$ cat config.mk
export PLATFORM = sky130hd
export DESIGN_NAME = fetch_stage
export DESIGN_NICKNAME = d
export VERILOG_FILES = /design/src/rtl/fetch_pkg.sv /design/src/rtl/fetch_hold_buf.sv /design/src/rtl/fetch_stage.sv
export SDC_FILE = /design/constraint.sdc
export NUM_CORES = 1
export LEC_CHECK = 0
export ABC_AREA = 0
export CAP_MARGIN = 20
export CORE_AREA = 2 2 106 108
export CTS_BUF_LIST = sky130_fd_sc_hd__clkbuf_8
export DETAILED_ROUTE_END_ITERATION = 8
export DIE_AREA = 0 0 108 110
export DONT_BUFFER_PORTS = 1
export GPL_ROUTABILITY_DRIVEN = 0
export PLACE_DENSITY = 0.59
export SYNTH_ARGS = -nofsm -noshare
export SYNTH_HDL_FRONTEND = slang
export SYNTH_SLANG_ARGS = --single-unit
$ cat constraint.sdc
create_clock -name clk -period 5.45 [get_ports clk]
set_input_delay 1.09 -clock clk [delete_from_list [all_inputs] [get_ports clk]]
set_output_delay 1.09 -clock clk [all_outputs]
set_load 0.05 [all_outputs]
$ cat src/rtl/fetch_pkg.sv
// Fetch stage shared package.
// Constants, FSM encoding and IF/ID bundle types.
package fetch_pkg;

  localparam logic [15:0] IF_NOP    = 16'h0800;
  localparam logic [15:0] IF_PC_INC = 16'd2;
  localparam logic [4:0]  OP_HALT   = 5'b00000;

  localparam logic [1:0] ST_FETCH  = 2'd0;
  localparam logic [1:0] ST_HOLD   = 2'd1;
  localparam logic [1:0] ST_DRAIN  = 2'd2;
  localparam logic [1:0] ST_HALTED = 2'd3;

  typedef struct packed {
    logic [15:0] instr;
    logic        err;
  } hold_t;

  typedef struct packed {
    logic [15:0] instr;
    logic [15:0] next_pc;
    logic        err;
  } if_id_t;

  function automatic logic stops_fetch(
    input logic [15:0] instr,
    input logic        err
  );
    return err || (instr[15:11] == OP_HALT);
  endfunction

endpackage

$ cat src/rtl/fetch_hold_buf.sv
// Single-entry skid buffer (instr + err).
// Load captures d, clear empties it; clear wins.
module fetch_hold_buf (
  input  logic        clk,
  input  logic        rst_n,
  input  logic        load,
  input  logic        clear,
  input  logic [16:0] d,
  output logic [16:0] q
);

  // Capture or clear the parked response
  always_ff @(posedge clk or negedge rst_n) begin
    if (!rst_n) begin
      q <= '0;
    end else if (clear) begin
      q <= '0;
    end else if (load) begin
      q <= d;
    end
  end

endmodule

$ cat src/rtl/fetch_stage.sv
// Instruction fetch stage: PC, imem requests,
// IF/ID register, stall/redirect/halt handling.
module fetch_stage
  import fetch_pkg::*;
#(
  parameter logic [15:0] RESET_PC  = 16'h0000,
  parameter logic [15:0] NOP_INSTR = IF_NOP,
  parameter logic [15:0] PC_INC    = IF_PC_INC
) (
  input  logic        clk,
  input  logic        rst,
  input  logic        stall,
  input  logic        redirect,
  input  logic [15:0] redirectPc,
  input  logic        haltIn,
  output logic        imemReq,
  output logic [15:0] imemAddr,
  input  logic [15:0] imemRdata,
  input  logic        imemDone,
  input  logic        imemErr,
  output logic [15:0] instrOut,
  output logic [15:0] nextPcOut,
  output logic        errOut,
  output logic        halted
);

  logic [1:0]  state;
  logic [1:0]  state_d;
  logic        squash;
  logic        squash_d;
  logic [15:0] pc;
  logic [15:0] pc_d;
  logic [15:0] pc_inc;
  if_id_t      ifid;
  if_id_t      ifid_d;
  if_id_t      bubble;
  logic        hb_load;
  logic        hb_clear;
  logic [16:0] hb_q;
  hold_t       hb;

  assign bubble = '{instr: NOP_INSTR, next_pc: 16'h0, err: 1'b0};
  assign hb     = hb_q;
  assign pc_inc = pc + PC_INC;

  fetch_hold_buf u_hold (
    .clk   (clk),
    .rst_n (rst),
    .load  (hb_load),
    .clear (hb_clear),
    .d     ({imemRdata, imemErr}),
    .q     (hb_q)
  );

  // Next-state: halt > redirect > response/stall handling
  always_comb begin
    state_d  = state;
    squash_d = squash;
    pc_d     = pc;
    ifid_d   = ifid;
    hb_load  = 1'b0;
    hb_clear = 1'b0;
    if (haltIn) begin
      state_d  = ST_HALTED;
      ifid_d   = bubble;
      hb_clear = 1'b1;
    end else if (state == ST_HALTED) begin
      state_d = ST_HALTED;
    end else if (redirect) begin
      state_d  = ST_FETCH;
      pc_d     = redirectPc;
      ifid_d   = bubble;
      hb_clear = 1'b1;
      squash_d = (state == ST_FETCH) && !imemDone;
    end else begin
      unique case (state)
        ST_FETCH: begin
          if (imemDone) begin
            if (squash) begin
              squash_d = 1'b0;
            end else if (stall) begin
              hb_load = 1'b1;
              state_d = ST_HOLD;
            end else begin
              ifid_d = '{instr: imemRdata,
                         next_pc: pc_inc,
                         err: imemErr};
              pc_d   = pc_inc;
              if (stops_fetch(imemRdata, imemErr))
                state_d = ST_DRAIN;
            end
          end
        end
        ST_HOLD: begin
          if (!stall) begin
            ifid_d   = '{instr: hb.instr,
                         next_pc: pc_inc,
                         err: hb.err};
            pc_d     = pc_inc;
            hb_clear = 1'b1;
            state_d  = stops_fetch(hb.instr, hb.err)
                       ? ST_DRAIN : ST_FETCH;
          end
        end
        ST_DRAIN: state_d = ST_DRAIN;
        default:  state_d = state;
      endcase
    end
  end

  // Control state and PC
  always_ff @(posedge clk or negedge rst) begin
    if (!rst) begin
      state  <= ST_FETCH;
      squash <= 1'b0;
      pc     <= RESET_PC;
    end else begin
      state  <= state_d;
      squash <= squash_d;
      pc     <= pc_d;
    end
  end

  // IF/ID pipeline register
  always_ff @(posedge clk or negedge rst) begin
    if (!rst) begin
      ifid <= '{instr: NOP_INSTR, next_pc: 16'h0, err: 1'b0};
    end else begin
      ifid <= ifid_d;
    end
  end

  assign imemReq   = (state == ST_FETCH) && !squash;
  assign imemAddr  = pc;
  assign instrOut  = ifid.instr;
  assign nextPcOut = ifid.next_pc;
  assign errOut    = ifid.err;
  assign halted    = (state == ST_HALTED);

endmodule

# ---- After elaboration in Yosys (flattened, before gate mapping)
# Index checks and enable logic that the tools add are counted.
dict set report word_totals {
  regBits 69
  input_bits 39
  out_inout_bits 51
  wordCells 83
}
dict set report classes {
  add_sub_neg 1
  eq_ne 14
  n_mux 40
  n_bitwise 2
  reduce_logical 19
}
# op n
set op_table {}
lappend op_table {{2-to-1 mux 33 bit} 7}
lappend op_table {{one-hot mux 33 bit (2 select lines)} 1}
lappend op_table {{2-to-1 mux 16 bit} 4}
lappend op_table {{2-to-1 mux 17 bit} 2}
lappend op_table {{one-hot mux 16 bit (2 select lines)} 1}
lappend op_table {{2-to-1 mux 2 bit} 9}
lappend op_table {{adder 16 x 2 -> 16 bit (second input constant)} 1}
lappend op_table {{inequality test 4 bit (second input constant)} 4}
lappend op_table {{2-to-1 mux 1 bit} 15}
lappend op_table {{inequality test 5 bit (second input constant)} 3}
lappend op_table {{logical NOT 5 bit} 2}
lappend op_table {{AND reduction 5 bit} 2}
lappend op_table {{inequality test 3 bit (second input constant)} 2}
lappend op_table {{inequality test 6 x 5 -> 1 bit (second input constant)} 1}
lappend op_table {{one-hot mux 2 bit (3 select lines)} 1}
lappend op_table {{AND reduction 6 bit} 1}
lappend op_table {{nonzero test 2 bit} 3}
lappend op_table {{nonzero test 6 bit} 1}
lappend op_table {{== test 2 bit (second input constant)} 2}
lappend op_table {{AND reduction 4 bit} 1}
lappend op_table {{nonzero test 4 bit} 1}
lappend op_table {{nonzero test 3 bit} 1}
lappend op_table {{== test 2 x 1 -> 1 bit (second input constant)} 1}
lappend op_table {{logical AND 1 bit} 2}
lappend op_table {{other kinds (5)} 8}

# ---- Longest topological paths before layout
# Gate-level depths: netlist (run 1).
dict set report logic_depth {
  depth_word 10
  ltp_mapped 8
}

# ---- Hierarchy
# From an unflattened synthesis (run 1), not the netlist that was laid out.
dict set report hier_totals {
  cells_unflattened 372
  area_unflattened_um2 3726.1
}
# module n_inst cells_per_inst area_each_um2
set modules_own_cells {}
lappend modules_own_cells {fetch_stage 1 317 3026.7}
lappend modules_own_cells {fetch_hold_buf 1 55 699.4}

# ---- Worst setup path before layout (run 1)
# No wires, ideal clock.
dict set report synth_timing {
  path_type {flip-flop to output port}
  from {register state[0]}
  to {output port imemReq}
  arrival_time_ns 1.476
  t_required_ns 4.360
  setup_slack_ns 2.884
  path_stages_with_launch 4
  path_cell_list {dfrtp_1 -> inv_1 -> ha_1 -> nor2b_1}
}
dict set report synth_via {
  elab_chain_cells 2
}
# item line
set synth_lines {}
lappend synth_lines {{start: declaration} fetch_stage.sv:27} ;# logic [1:0] state;
lappend synth_lines {{start signal: assignment} fetch_stage.sv:118} ;# state <= state_d;
lappend synth_lines {{logical NOT 2 bit} fetch_stage.sv:133} ;# assign imemReq = (state == ST_FETCH) && !squash;
lappend synth_lines {{logical AND 1 bit} fetch_stage.sv:133}
lappend synth_lines {{end: declaration} fetch_stage.sv:16} ;# output logic imemReq,
# Every way passes these cells.

# ---- Final worst setup path (run 1)
# Same ends and word-level chain as after synthesis.

==> flow_results.org, run 1 <==
** Outcome
- The run finished with clean final reports.

** Critical path
- Required time reported for the critical path endpoint :: ~4400 ps
- CP Data Arrival Time :: 2020 ps
- STA classifies the critical path startpoint as a flip-flop.
- Of all nets on the critical path, the largest fanout is 9.
- By startpoint and endpoint, the worst setup path is classified as flip-flop to output port.
- Kind of end point of the critical path :: output port

** Synthesis
- Flip-flop and latch count after synthesis :: 69
- The number of different library cells used by synthesis comes to 61.
- In the synthesized netlist the async set-or-reset flop fraction comes to between 90% and 100%.
- Post-Syn Nets :: 405
- Most used DFF post-synth :: sky130_fd_sc_hd__dfrtp_1
- Syn. warnings :: 0
- Dividing the synthesized area by the synthesized cell count gives about 10 sq um.
- Count of flip-flops with a built-in enable after synthesis :: 0
- Summing every instance area after synthesis gives around 3600 sq um.
- Summing the sequential cell areas from Yosys gives 47.4% of the chip area.
- Syn Inst Count :: 361

** Timing
- At the pin with the least slew margin, the transition time is around 1000 ps.
- Post-route minimum period :: between 3000 and 4000 ps
- Setup violations remaining at the end of the flow were counted as 0.
- Worst max-slew margin expressed relative to the limit :: about a third
- Summed negative setup slack over all endpoints :: 0 ps
- The final count of hold timing violations came to 0.
- Fmax achieved :: 0.321 GHz
- Crit share post-route :: between 50% and 60%
- Total count of max-transition violations in the final report :: 0
- Unrepaired setup endpoints after global routing :: no
- Clock tree skew after final layout :: 4.67 ps

** Clock network
- After clock tree synthesis, the repair step resized 0 gates.
- No sink is reached through more buffers than the 2 on the longest clock path.
- Hold repair after CTS inserted 0 buffers.
- Clock tree from TritonCTS :: yes
- After clock tree synthesis, the setup repair step added 0 buffers.
- Clock transition at the registers of the reported paths :: ~80 ps
- In this run the number of H-tree levels came out at 3.
- TritonCTS created 9 clock buffers.
- CTS sink count :: roughly 70
- Clock latency on the worst-skew pair :: between 300 and 400 ps
- The root buffer cell chosen for the clock tree is sky130_fd_sc_hd__clkbuf_8.

** GRT
- Largest net degree at the start of global routing :: 70
- For this run the aggregate overflow at the end of global routing stands at 0.
- Number of global-route vias before repair :: ~2800
- First-pass GRT wire length :: between 15000 and 20000 microns
- Global routing used 16.5% of the available tracks.
- Initial antenna violation count :: 0

** Pwr
- Switching Fraction :: 32.5%
- Of the total power, combinational logic draws about 7.7%.
- Internal power comes to 840 uW.
- Peak supply drop :: ~0.00020 V
- Ratio of total power to cell area :: roughly 320 nW/um^2
- The analysis attributes to net switching a power of 405 uW.
- The clock network is responsible for 36.3% of the overall power.
- Registers are responsible for 56.0% of the overall power.
- Leakage component of the power :: ~1.5 nW

** Floorplan
- I/O pin count :: 90
- The die covers 11900 sq um.
- Die height :: 110 microns
- The floorplan has 38 rows.
- Initial Util :: approximately a third
- In this run the standard cell core region covers 10700 sq um.
- The die is between 100 and 150 microns wide.

** Detailed routing
- Vias/cell :: between 5 and 6
- In the final routed layout, each cell accounts on average for around 19 microns.
- The first routing iteration left 130 violations.
- For this run, design rule violations remaining after detail routing come to 0.
- The routed layout has roughly 2800 vias.
- Wires add up to 9380 microns.
- Number of nets with antenna violations after routing :: 0
- Number of detailed-routing iterations run before antenna repair :: 4

** Layout
- Multi-input gate area in the final layout :: between 1500 and 2000 sq um
- Registers take 1730 sq um.
- From synthesis to final layout, the design area changed by 7.76%.
- Non-filler cells, final :: 491
- Share of layout cells above drive strength 1 :: approximately 8.5%
- The number of antenna diodes in the final layout is 0.
- Number of nets in the layout :: 390
- Counting the fill cells in the layout gives between 1000 and 1500.

** Worst hold path
- Class of the most critical hold timing path :: primary input to asynchronous set/reset pin

** Place
- The number of placed instances, taps included, is between 400 and 500.
- Port buffering added 0 buffers.
- Detailed Place HPWL :: roughly 6600 microns

** Flow run
- Total of max-cap violations :: 0
## power by group through the flow
stage / combinational, mW / sequential (mW) / clock [mW]
after floorplan: 0.0995 / 0.682 / 0
after global placement: 0.0937 / 0.707 / 0
after detailed placement: 0.0967 / 0.709 / 0
after CTS: 0.0972 / 0.698 / 0.465
after global routing: 0.111 / 0.705 / 0.489
final: 0.0961 / 0.697 / 0.452
## kinds of logic after synthesis
| logic type | synth area share [%] |
|---|---|
| AND/OR/NAND/NOR | 16.9 |
| AO/OA/AOI/OAI | 21.4 |
| flip-flops | 47.4 |
| buffers and inverters | 4.43 |
| multiplexers | 4.98 |
| XOR/XNOR | 3.12 |
| adder cells (fa/ha/maj) | 1.72 |
## critical path: stages, from the launching register on
cell,delay [ps]
sky130_fd_sc_hd__dfrtp_1,410
sky130_fd_sc_hd__inv_1,110
sky130_fd_sc_hd__ha_1,320
sky130_fd_sc_hd__nor2b_1,840
## flip-flops by register name (all words and copies together) (netlist names)
name       count
nextPcOut     16
state          2
imemAddr      16
squash         1
errOut         1
u_hold.q      17
instrOut      16
## placed cells by master, fill, tap and decap left out, types with 3 or more instances in the layout
| cell | count |
|---|---|
| sky130_fd_sc_hd__nor2_1 | 10 |
| sky130_fd_sc_hd__nand4_1 | 8 |
| sky130_fd_sc_hd__or4_1 | 3 |
| sky130_fd_sc_hd__xnor2_1 | 8 |
| sky130_fd_sc_hd__mux2i_1 | 17 |
| sky130_fd_sc_hd__nand3_1 | 9 |
| sky130_fd_sc_hd__ha_1 | 5 |
| sky130_fd_sc_hd__clkbuf_8 | 9 |
| sky130_fd_sc_hd__o21ai_0 | 5 |
| sky130_fd_sc_hd__nand2_1 | 45 |
| sky130_fd_sc_hd__nor3_1 | 8 |
| sky130_fd_sc_hd__o22ai_1 | 3 |
| sky130_fd_sc_hd__a21oi_1 | 14 |
| sky130_fd_sc_hd__nand2b_1 | 4 |
| sky130_fd_sc_hd__o31ai_1 | 16 |
| sky130_fd_sc_hd__a31oi_1 | 3 |
| sky130_fd_sc_hd__o21ai_1 | 24 |
| sky130_fd_sc_hd__dfrtp_1 | 68 |
| sky130_fd_sc_hd__clkinv_2 | 3 |
| sky130_fd_sc_hd__o311ai_1 | 3 |
| sky130_fd_sc_hd__inv_1 | 5 |
| sky130_fd_sc_hd__a22o_1 | 18 |
| sky130_fd_sc_hd__nor2b_1 | 3 |
| sky130_fd_sc_hd__nor3b_1 | 5 |
| sky130_fd_sc_hd__xor2_1 | 5 |
## layer usage
layer  vias up  share of wire, %  GRT usage (%)
met1      1324                42           20.3
li1       1313                 -              -
met5         -                 0              0
met3        12                12           7.88
met4         0               1.4           5.22
met2       130                44           25.8
## cell type report
cell class	count	area share, %
clock inverter	7	2.29
clock buffer	9	3.15
tap	140	4.46
multi-input combinational	258	45.0
sequential	69	44.0
timing repair buffer	3	0.669
inverter	5	0.478
## per-stage QoR
step / worst slack (ps) / hold WS (ps) / util, % / cell area (sq um) / power, mW
6_report: 2340 / 438 / 36.7 / 3930 / 1.25
5_1_grt: 2180 / 408 / 36.7 / 3930 / 1.30
4_1_cts: 2290 / 420 / 36.6 / 3920 / 1.26
3_5_place_dp: 2160 / 481 / 34.6 / 3700 / 0.805
3_3_place_gp: 2280 / 483 / 34.6 / 3700 / 0.800
2_1_floorplan: 2880 / 466 / - / 3640 / 0.782
## final timing paths
kind,start,endpoint,slack [ps],cells after the start
min in group clk,u_hold.q[4]$_DFFE_PN0P_,u_hold.q[4]$_DFFE_PN0P_,500,1
setup / recovery,state[0]$_DFFE_PN0P_,imemReq,2340,3
hold reg to reg,u_hold.q[4]$_DFFE_PN0P_,u_hold.q[4]$_DFFE_PN0P_,500,1
hold / removal,rst,nextPcOut[5]$_DFFE_PN0P_,440,0
setup reg to reg,state[0]$_DFFE_PN0P_,imemAddr[9]$_DFFE_PN0P_,2590,5
max in group asynchronous,rst,instrOut[11]$_DFFE_PN1P_,4830,0
## Yosys cell counts, types with 3 or more instances
cell,number,area (sq um)
sky130_fd_sc_hd__dfrtp_1,68,1700
sky130_fd_sc_hd__nand2_1,45,169
sky130_fd_sc_hd__o21ai_1,24,120
sky130_fd_sc_hd__a22o_1,18,158
sky130_fd_sc_hd__buf_2,17,85.1
sky130_fd_sc_hd__mux2i_1,17,170
sky130_fd_sc_hd__o31ai_1,16,120
sky130_fd_sc_hd__a21oi_1,14,70.1
sky130_fd_sc_hd__nor2_1,10,37.5
sky130_fd_sc_hd__nand3_1,9,45.0
sky130_fd_sc_hd__nand4_1,8,50.1
sky130_fd_sc_hd__nor3_1,8,40.0
sky130_fd_sc_hd__xnor2_1,8,70.1
sky130_fd_sc_hd__clkbuf_1,6,22.5
sky130_fd_sc_hd__ha_1,5,62.6
sky130_fd_sc_hd__inv_1,5,18.8
sky130_fd_sc_hd__nor3b_1,5,37.5
sky130_fd_sc_hd__o21ai_0,5,25.0
sky130_fd_sc_hd__xor2_1,5,43.8
sky130_fd_sc_hd__nand2b_1,4,25.0
sky130_fd_sc_hd__a31oi_1,3,18.8
sky130_fd_sc_hd__buf_1,3,11.3
sky130_fd_sc_hd__nor2b_1,3,18.8
sky130_fd_sc_hd__o22ai_1,3,18.8
sky130_fd_sc_hd__o311ai_1,3,26.3
sky130_fd_sc_hd__or4_1,3,22.5
(Power assumes the default switching activity.)
==> inputs of run 2 (changes only) <==
--- a/config.mk
+++ b/config.mk
@@ -13,7 +13,7 @@
 export DIE_AREA = 0 0 108 110
 export DONT_BUFFER_PORTS = 1
 export GPL_ROUTABILITY_DRIVEN = 0
-export PLACE_DENSITY = 0.59
+export PLACE_DENSITY = 0.61
 export SYNTH_ARGS = -nofsm -noshare
 export SYNTH_HDL_FRONTEND = slang
 export SYNTH_SLANG_ARGS = --single-unit
==> constraint.sdc (replaced) <==
create_clock -name clk -period 2.6 [get_ports clk]
set_input_delay 0.52 -clock clk [delete_from_list [all_inputs] [get_ports clk]]
set_output_delay 0.52 -clock clk [all_outputs]
set_load 0.05 [all_outputs]
==> flow_results.org, run 2 (synthesis gave the netlist of run 1 again) <==
** Outcome
- Run status :: completed (unchanged)

** Critical path
- Kind of critical path :: flip-flop to flip-flop (was flip-flop to output port)
- The top fanout value on the critical path was 14 (was 9).
- CP Data Arrival Time :: 2390 ps (was 2020 ps)
- The first element of the critical path was state[0]$_DFFE_PN0P_ (unchanged).
- The startpoint of the most critical register-to-register path was state[0]$_DFFE_PN0P_ (unchanged).
- Slowest stage cell, crit path :: sky130_fd_sc_hd__or3b_4 (was sky130_fd_sc_hd__nor2b_1)
- The register-to-register setup slack was 450 ps (was 2590 ps).
- Critical Path, Cell by Cell :: inv_1 > ha_1 > or3b_4 > a21oi_2 > nand2_1 > o21ai_1 (was inv_1 > ha_1 > nor2b_1)
- Required time reported for the critical path endpoint :: 2840 ps (was 4360 ps)
- Worst r2r path cells :: 6 (was 5)
- The endpoint of the worst setup timing path was nextPcOut[5]$_DFFE_PN0P_ (was imemReq).
- Highest cell delay on the worst timing path :: 450 ps (was 840 ps)
- Reg-to-Reg End :: nextPcOut[5]$_DFFE_PN0P_ (was imemAddr[9]$_DFFE_PN0P_)
- The type of origin of the critical path was a flip-flop (unchanged).
- Kind of end point of the critical path :: flip-flop (was output port)

** Detailed routing
- WL per Instance :: 19.2 microns (was 19.1 microns)
- Violation count after the first detailed-route iteration :: 164 (was 130)
- The number of remaining DRC errors came to 0 (unchanged).
- Number of nets with antenna violations after routing :: 0 (unchanged)
- The via count normalized by instance count came to 5.56 (was 5.66).
- The routed wire length is 9840 microns (was 9380 microns).
- Number of detailed-routing iterations run before antenna repair :: 4 (unchanged)
- The via count of the routed design is 2848 (was 2779).

** Floorplan
- The die area came to 11900 sq um (unchanged).
- The number of top-level pins was 90 (unchanged).
- The initial cell density of the core was 34.1% (unchanged).
- The area of the core came to 10700 sq um (unchanged).
- Die X-Extent :: 108 microns (unchanged)
- Die height :: 110 microns (unchanged)
- The row count is 38 (unchanged).

** Layout
- Most common library cell in the layout ignoring fill and taps :: sky130_fd_sc_hd__dfrtp_1 (unchanged)
- The number of flip-flops under the largest register name was 17 (unchanged).
- Number of nets in the layout :: 411 (was 390)
- Share of layout cells above drive strength 1 :: 12.9% (was 8.55%)
- The count of fill cells added during filler insertion is 1074 (was 1096).
- Syn-to-layout area delta :: 12.0% (was 7.76%)
- The number of diodes is 0 (unchanged).
- Commonest cells after routing, fill and taps aside: sky130_fd_sc_hd__dfrtp_1 (68), sky130_fd_sc_hd__nand2_1 (45), sky130_fd_sc_hd__o21ai_1 (24) (unchanged).
- Reg with most FFs :: u_hold.q (unchanged)

** GRT
- The global-route wire length before repair is 16100 microns (was 15000 microns).
- Largest net degree at the start of global routing :: 69 (was 70)
- Initial antenna violation count :: 0 (unchanged)
- Number of global-route vias before repair :: 2972 (was 2760)
- The global route total overflow was 0 (unchanged).
- The combined global-route utilization of all metal layers was 17.7% (was 16.5%).

** Timing
- Clock tree skew after final layout :: 11.1 ps (was 4.67 ps)
- Total count of max-transition violations in the final report :: 0 (unchanged)
- Worst max-slew margin expressed relative to the limit :: 46.8% (was 32.7%)
- Fmax achieved :: roughly 0.47 GHz
- The aggregate negative setup slack was 0 ps (unchanged).
- The final count of hold timing violations is 0 (unchanged).
- The smallest clock period supported by the final layout is computed as ~2100 ps.
- Slew at the pin with the worst max-slew slack :: 797 ps (was 1010 ps)
- The worst-case hold slack is 70.6 ps (was 438 ps).
- The count of final setup violators came to 0 (unchanged).
- Unrepaired setup endpoints after global routing :: no (unchanged)
- The least setup slack across all paths after layout was 452 ps (was 2340 ps).
- In the finished design, the share of the clock period the worst path needs comes to a little over 80%.

** Place
- Place WS :: 466 ps (was 2160 ps)
- The number of buffers added on ports was 0 (unchanged).
- The post-DP HPWL came to 6740 microns (was 6650 microns).

** Worst hold path
- Class of the most critical hold timing path :: primary input to asynchronous set/reset pin (unchanged)

** Clock network
- The number of buffers between clock root and the deepest sink came to 2 (unchanged).
- CTS sink count :: 69 (unchanged)
- Clock latency on the worst-skew pair :: 330 ps (was 340 ps)
- CTS HTree Levels :: 3 (unchanged)
- The root buffer selected by CTS is sky130_fd_sc_hd__clkbuf_8 (unchanged).
- The number of gates given a new drive strength after cts was 0 (unchanged).
- Clock tree from TritonCTS :: yes (unchanged)
- The post-CTS clock slew at the launch and capture registers of the worst setup and hold paths was 80 ps (about the same).
- Inserted Clock Buffers :: 9 (unchanged)
- # Post-CTS Setup Buffers :: 0 (unchanged)

** Pwr
- Peak supply drop :: 0.000375 V (was 0.000196 V)
- Ratio of total power to cell area :: 637 nW/um^2 (was 317 nW/um^2)
- Leakage component of the power :: 1.66 nW (was 1.55 nW)

** Flow run
- Total of max-cap violations :: 0 (unchanged)
run 2: worst max-delay path, delay by kind of cell (launching register included):
kind | cells | cell delay (ps)
fa+ha+maj | 1 | 300
flops | 1 | 390
simple gates | 2 | 810
buf+inv | 1 | 90
compound gates | 2 | 470
run 2: worst min path at each step:
stage,from,endpoint,slack (ps),cells after the start
detailed placement,rst,instrOut[9]$_DFFE_PN0P_,230,0
global placement,rst,instrOut[13]$_DFFE_PN0P_,230,0
global route,rst,imemAddr[5]$_DFFE_PN0P_,70,1
finish,rst,imemAddr[5]$_DFFE_PN0P_,70,1
CTS,rst,nextPcOut[2]$_DFFE_PN0P_,70,1
floorplan,rst,errOut$_DFFE_PN0P_,220,0
run 2: metal layers:
metal  global-route usage, %  vias to the layer above  routed length [microns]  part of all wire (%)
met3                    7.35                       11                      938                   9.5
li1                        -                     1348                        -                     -
met1                    22.0                     1387                     4210                    43
met2                    28.0                      102                     4560                    46
met5                       0                        -                        0                     0
met4                    5.68                        0                      121                   1.2
run 2: final cells by class:
class / instances / area (sq um) / area share, %
well taps: 140 / 175 / 4.29
clock inverters: 6 / 55.1 / 1.35
clock buffers: 10 / 138 / 3.37
repair buffers: 24 / 203 / 4.96
inverters: 5 / 18.8 / 0.460
multi-input cells: 258 / 1770 / 43.2
flip-flops and latches: 69 / 1730 / 42.3
run 2: where the power goes:
part,leakage (nW),total [mW],internal [mW],switching (mW)
Sequential,0.914,1.31,1.14,0.174
Combinational,0.637,0.428,0.136,0.292
Clock,0.105,0.859,0.459,0.400
run 2: timing repair:
| action | in CTS | in global routing |
|---|---|---|
| hold endpoints to repair | 68 | 0 |
| hold buffers | 2 | 0 |
| setup endpoints to repair | 0 | 0 |
run 2: through the flow:
step / instances / instance area [sq um] / util [%] / power, mW
after CTS: 512 / 4080 / 38.2 / 2.64
after floorplan: 361 / 3640 / - / 1.64
after detailed placement: 494 / 3850 / 36.0 / 1.74
after global placement: 494 / 3850 / 36.0 / 1.73
final: 512 / 4080 / 38.2 / 2.60
after global routing: 512 / 4080 / 38.2 / 2.74
